<file path="src/rtl/if_fetch.sv">
// Instruction fetch stage: owns the PC, drives the req/gnt/rvalid instruction bus and feeds if_id.
// Optional feature: define IF_MISALIGN_CHK_EN to add the registered misalign_o jump-target flag.
module if_fetch #(
    parameter logic [31:0] RESET_PC = 32'h0000_0000,
    parameter logic [31:0] NOP_INST = 32'h0000_0013,
    parameter logic [2:0]  HOLD_IF  = 3'd2
) (
    input  logic        clk,
    input  logic        rst,
    input  logic        jump_flag_i,
    input  logic [31:0] jump_addr_i,
    input  logic [2:0]  hold_flag_i,
    output logic        ibus_req_o,
    output logic [31:0] ibus_addr_o,
    input  logic        ibus_gnt_i,
    input  logic        ibus_rvalid_i,
    input  logic [31:0] ibus_rdata_i,
    output logic [31:0] inst_o,
    output logic [31:0] inst_addr_o,
    output logic        inst_valid_o
`ifdef IF_MISALIGN_CHK_EN
    ,
    output logic        misalign_o
`endif
);

    typedef enum logic [1:0] {
        S_REQ,
        S_WAIT,
        S_HOLD
    } state_e;

    state_e      state_q, state_d;
    logic [31:0] pc_q, pc_d;
    logic [31:0] req_pc_q, req_pc_d;
    logic        kill_q, kill_d;
    logic [31:0] buf_q, buf_d;

    logic        hold;
    logic        reqOut;
    logic [31:0] jumpPc;
    logic [31:0] nextPc;

    assign hold   = (hold_flag_i >= HOLD_IF);
    assign jumpPc = jump_addr_i & ~32'h3;
    assign nextPc = req_pc_q + 32'd4;

    always_ff @(posedge clk or negedge rst) begin
        if (!rst) begin
            state_q  <= S_REQ;
            pc_q     <= RESET_PC;
            req_pc_q <= RESET_PC;
            kill_q   <= 1'b0;
            buf_q    <= 32'h0;
        end else begin
            state_q  <= state_d;
            pc_q     <= pc_d;
            req_pc_q <= req_pc_d;
            kill_q   <= kill_d;
            buf_q    <= buf_d;
        end
    end

    // A jump overrides hold and any response; a dropped response always returns to REQ.
    always_comb begin
        state_d      = state_q;
        pc_d         = pc_q;
        req_pc_d     = req_pc_q;
        kill_d       = kill_q;
        buf_d        = buf_q;
        reqOut       = 1'b0;
        ibus_addr_o  = pc_q;
        inst_o       = NOP_INST;
        inst_addr_o  = pc_q;
        inst_valid_o = 1'b0;

        case (state_q)
            S_REQ: begin
                reqOut = ~hold & ~jump_flag_i;
                if (jump_flag_i) begin
                    pc_d = jumpPc;
                end else if (reqOut && ibus_gnt_i) begin
                    req_pc_d = pc_q;
                    state_d  = S_WAIT;
                end
            end
            S_WAIT: begin
                if (jump_flag_i) begin
                    pc_d = jumpPc;
                    if (ibus_rvalid_i) begin
                        kill_d  = 1'b0;
                        state_d = S_REQ;
                    end else begin
                        kill_d = 1'b1;
                    end
                end else if (ibus_rvalid_i) begin
                    if (kill_q) begin
                        kill_d  = 1'b0;
                        state_d = S_REQ;
                    end else if (!hold) begin
                        inst_o       = ibus_rdata_i;
                        inst_addr_o  = req_pc_q;
                        inst_valid_o = 1'b1;
                        pc_d         = nextPc;
                        state_d      = S_REQ;
                    end else begin
                        buf_d   = ibus_rdata_i;
                        state_d = S_HOLD;
                    end
                end
            end
            S_HOLD: begin
                if (jump_flag_i) begin
                    pc_d    = jumpPc;
                    state_d = S_REQ;
                end else if (!hold) begin
                    inst_o       = buf_q;
                    inst_addr_o  = req_pc_q;
                    inst_valid_o = 1'b1;
                    pc_d         = nextPc;
                    state_d      = S_REQ;
                end
            end
            default: begin
                state_d = S_REQ;
            end
        endcase

        ibus_req_o = reqOut;

        // Outputs read as idle while reset is held, even though REQ would otherwise request.
        if (!rst) begin
            ibus_req_o   = 1'b0;
            ibus_addr_o  = 32'h0;
            inst_o       = NOP_INST;
            inst_addr_o  = RESET_PC;
            inst_valid_o = 1'b0;
        end
    end

`ifdef IF_MISALIGN_CHK_EN
    logic misalign_q;

    always_ff @(posedge clk or negedge rst) begin
        if (!rst) begin
            misalign_q <= 1'b0;
        end else begin
            misalign_q <= jump_flag_i & (|jump_addr_i[1:0]);
        end
    end

    assign misalign_o = misalign_q;
`endif

endmodule

</file>
<file path="config.mk">
export PLATFORM = sky130hd
export DESIGN_NAME = if_fetch
export DESIGN_NICKNAME = d
export VERILOG_FILES = /design/src/rtl/if_fetch.sv
export SDC_FILE = /design/constraint.sdc
export NUM_CORES = 1
export LEC_CHECK = 0
export ABC_AREA = 1
export CAP_MARGIN = 20
export CELL_PAD_IN_SITES_DETAIL_PLACEMENT = 0
export CELL_PAD_IN_SITES_GLOBAL_PLACEMENT = 1
export CORE_ASPECT_RATIO = 0.7
export CORE_MARGIN = 8
export CORE_UTILIZATION = 34
export CTS_BUF_LIST = sky130_fd_sc_hd__clkbuf_16
export DETAILED_ROUTE_END_ITERATION = 12
export PLACE_DENSITY = 0.91
export SETUP_SLACK_MARGIN = 0.15
export SKIP_LAST_GASP = 1
export SYNTH_ARGS = -nofsm -noshare
export SYNTH_HDL_FRONTEND = slang
export SYNTH_SLANG_ARGS = --single-unit
</file>
<file path="constraint.sdc">
create_clock -name clk -period 2.5 [get_ports clk]
set_input_delay 0.5 -clock clk [delete_from_list [all_inputs] [get_ports clk]]
set_output_delay 0.5 -clock clk [all_outputs]
set_load 0.005 [all_outputs]
</file>
* Yosys cells after proc, flatten, opt, wreduce, memory -nomap -nowiden
Cells that the tools add are included.
** Cells by class
- Shift operators :: 0
- $lt $le $gt $ge :: 1
- Div/mod/pow operators :: 0
- Eq/ne operators :: 9
- Multiplexer cells :: 45
- Bitwise gates (word level) :: 4
- Add/subtract/negate cells :: 1
- $mul :: 0
- Reductions and logical operators :: 9
** Operators with widths (number)
- $mux 32 :: 20
- $pmux 32 s2 :: 2
- $pmux 32 s3 :: 1
- $add 32x3->32 const B :: 1
- $mux 2 :: 9
- $mux 1 :: 11
- $ne 3x3->1 const B :: 3
- $ne 2x2->1 const B :: 4
- $reduce_and 4->1 :: 2
- $pmux 2 s3 :: 1
- $reduce_and 5->1 :: 1
- $ge 3x2->1 const B :: 1
- $not 1->1 :: 3
- $reduce_and 3->1 :: 1
- $reduce_bool 3->1 :: 1
- $eq 2x1->1 const B :: 1
- $eq 2x2->1 const B :: 1
- $logic_not 2->1 :: 1
- $pmux 1 s2 :: 1
- $reduce_and 2->1 :: 1
- $reduce_bool 2->1 :: 1
- $and 1x1->1 :: 1
- $logic_and 1x1->1 :: 1
** Word-level totals
- Latch bits :: 0
- Bits in writable memories :: 0
- ROM bits :: 0
- Output and inout bits :: 98
- Memories :: 0
- Bits of input ports :: 72
- Flip-flop bits (word level) :: 99

* Logic depth before layout (Yosys ltp)
- Depth after elaboration :: 7
- Depth in mapped cells :: 13
- Depth with buffers taken out :: 11

* Least setup slack after synthesis
Ideal clock, no wire load.
- Path type :: flip-flop to output port
- From :: reg state_q[0]
- To :: out inst_addr_o[22]
- Stages on the path, launching flop included :: 10
- Path buffers :: 1
- Slack :: 0.538 ns
- Data arrival time :: 1.462 ns
- Cell sequence :: dfrtp_1 inv_1 ha_1 inv_1 nor2_1 nor2_1 nor2_4 buf_2 nand2_1 o21ai_1
** On the way
- Word-level cells in the longest chain between the ends :: 3
- Elaborated cells on any way between the ends :: 4
** RTL lines
- start: declaration :: RTL line 33 : state_e state_q, state_d;
- start signal: assignment :: RTL line 56 : state_q <= state_d;
- $eq 2x2->1 / $eq 2x1->1 (equally long branches) :: RTL line 77 : case (state_q)
- $pmux 32 s2 (*) :: RTL line 77
- $mux 32 (*) :: RTL line 132 : if (!rst) begin
- end: declaration :: RTL line 19 : output logic [31:0] inst_addr_o,
Mark *: on every way between the ends. The rest lies on a longest branch, timed or not.

* Worst setup path in the final report
- From :: reg state_q[0]
- To :: out inst_o[24]
** On the way
- Word-level cells in the longest chain between the ends :: 3
- Elaborated cells on any way between the ends :: 4
** RTL lines
- $eq 2x2->1 / $eq 2x1->1 (equally long branches) :: RTL line 77
- $pmux 32 s2 (*) :: RTL line 77
- $mux 32 (*) :: RTL line 132
- end: declaration :: RTL line 18 : output logic [31:0] inst_o,
Marks and branches as above.

==> metrics <==
Detailed Routing Iterations Pass 1=5; Residual DRC=0; Hold Path Class=input pin to asynchronous set/reset pin; worst-case clock buffer depth=2; Pleak=4.56 nW; Crit path required time=2.00 ns; CP Launch Type=register; vias in the first global route=6216; CP cell instances=buf_6 -> ha_4 -> nand2_4 -> nor2_4 -> buf_4 -> buf_6 -> buf_8 -> buf_4 -> buf_12 -> a22oi_2 -> nor2_1 -> buf_2; syn_nets=983; grt ovf=0; register area share after synthesis=40.0%; dpl hpwl=14.7 mm; min cycle time layout=2.57 ns; routed len/inst=16.0 um; Util after Layout=51.7%; largest family of logic cells by synthesized area=simple AND/OR/NAND/NOR gates; GP Congestion=0.890; share of cells above drive strength 1=23.9%; final count of hold timing violations=0; mux cell area share after synthesis=1.64%; CTS tree=yes; Distinct cells, synth=32; total wire length=21.8 mm; total number of vias=6582; most frequent cells in the layout=nand2_1, nor2_1, dfrtp_1; most common cell after layout, fill and taps aside=nand2_1; setup ws final=-0.0697 ns; Slowest cell on crit path=dfrtp_1; Ys Warns=0; Area growth, synth to finish=49.6%; CP max FO=5; status=finished with violations; WP data arrival=2.07 ns; violated checks=negative setup slack; largest net degree at the start of global routing=56; total CTS buffers=9; # diodes=0; I/O pins=170; post-synthesis adder-cell area fraction=1.21%; Final Max Slew Viols=0; initial antenna violation count=1; clock latency on the worst-skew pair=0.34 ns; setup violators final=51; CTS H-Tree Depth=3; XOR/XNOR Fraction of Synth Area=1.27%; Worst slew margin=60.3%; Final Net Count=1196; Power Dens Cells=982 mW/mm2; RSZ-0062 raised after global routing=yes; GRT Util Overall=18.5%; Sum Neg Setup Slack=-2.26 ns; #FFs+latches synth=99; Filler Cell Count=1731; Peak VDD IR=0.000687 V; first-pass GRT wire length=34.0 mm; Setup CP Type=register to primary output; Max Fclk=389 MHz; Synth Area per Inst=6.84 um2; CTS hold repair buffers=0; clock transition at the registers of the reported paths=0.07 ns; routed vias/inst=4.85; Core ar.=0.0179 mm2; Simple-Gate Fraction of Synth Area=36.2%; CP endpoint kind=primary output; Initial Utilization=34.6%; 1st-iter DRT viols=589; Slew @ Worst Pin=0.595 ns; Mapped Area=0.00619 mm2; Antenna Violating Nets Remaining=0; crit-path max cell delay=0.40 ns; Worst Skew=0.0103 ns; root buffer cell=clkbuf_16; I/O Buffers=166; Final period util=103%; maxcap violations=0; clk sinks=99; Synth Instances=905; die width=177 um; die height=129 um; row cnt=41; Compound-Gate Fraction of Synth Area=10.9%; die footprint=0.0228 mm2
## cell type report
class	instances	area [um2]	area share, %
clock buffer	9	225	2.43
clock inverter	6	67.6	0.730
inverter	79	307	3.31
multi-input combinational	681	3520	38.0
sequential	99	2480	26.8
tap	236	295	3.19
timing repair buffer	248	2360	25.6
## timing repair
item / in CTS / in global routing
resized for setup: 340 / 49
setup buffers: 23 / 14
setup endpoints to repair: 66 / 66
endpoints found under the hold margin: 0 / 0
gates cloned: 7 / 1
pin swaps: 14 / 10
## path summary, 6_finish.rpt
kind                                             start                    end  slack, ns  depth (start not counted)
worst max-delay path            state_q[0]$_DFFE_PN0P_             inst_o[24]      -0.07                         12
worst min-delay path                               rst   pc_q[12]$_DFFE_PN0P_       0.23                          2
worst max register to register  state_q[1]$_DFFE_PN0P_   pc_q[11]$_DFFE_PN0P_       0.40                         13
worst min register to register   buf_q[18]$_DFFE_PN0P_  buf_q[18]$_DFFE_PN0P_       0.48                          2
max in group asynchronous                          rst  buf_q[23]$_DFFE_PN0P_       2.01                          2
min in group clk                 buf_q[18]$_DFFE_PN0P_  buf_q[18]$_DFFE_PN0P_       0.48                          2
## where the power goes
group	total (mW)	internal (mW)	switching, mW	leakage [nW]
Sequential	3.07	2.32	0.745	1.22
Combinational	4.60	2.07	2.54	3.20
Clock	1.41	0.775	0.636	0.143
## synth_stat cells (all sizes together)
library cell,instances,area share (%)
a22oi,28,3.4
nand4,4,0.40
or2,1,0.10
o211ai,1,0.12
nor4,1,0.34
mux2,9,1.6
o21ai,71,5.7
a21oi,15,1.3
inv,79,4.8
dfrtp,99,40
xor2,2,0.28
nand3,68,5.7
and2,2,0.20
ha,6,1.2
xnor2,7,0.99
nor3,1,0.26
nor2,153,10
clkbuf,10,0.61
buf,36,3.4
nand2,309,19
o21bai,3,0.36
## per-stage QoR
stage | cell area [um2] | power, mW | std cells | hold slack [ns] | setup WS [ns]
final | 9250 | 9.08 | 1358 | 0.230 | -0.0697
after global routing | 9250 | 9.82 | 1358 | 0.248 | -0.176
after CTS | 9010 | 8.97 | 1343 | 0.237 | -0.0394
after detailed placement | 8300 | 7.18 | 1298 | 0.459 | -0.455
after global placement | 8300 | 7.08 | 1298 | 0.454 | -0.394
after floorplan | 6190 | 5.36 | 905 | 0.204 | 0.538
## cell families (layout without fill, tap and decap cells)
family	after synthesis	count (layout)
xor gates and xnor gates	9	9
DFF	99	99
and+or+nand+nor	539	539
adders and majority gates	6	6
buffers and inverters	125	342
muxes	9	9
AOI/OAI and AO/OA	118	118
## flip-flops by register name (all words and copies together) (netlist names)
signal and count:
buf_q 32, pc_q 32, req_pc_q 32, state_q 2
kill_q 1
## metal layers
metal  vias to the layer above  GRT usage [%]  wire, um
met1                      3081           27.3     10800
li1                       3292              -         -
met2                       200           27.0      9080
met5                         -              0        17
met4                         2           2.71        88
met3                         7           4.92      1810
## worst max-delay path, delay by kind of cell, from the launching register on
family                     cells  cell delay, ns
adders and majority gates      1            0.16
AOI/OAI and AO/OA              1            0.12
buffers and inverters          7            0.89
DFF                            1            0.40
and+or+nand+nor                3            0.16
Power figures use the tool's default switching activity.
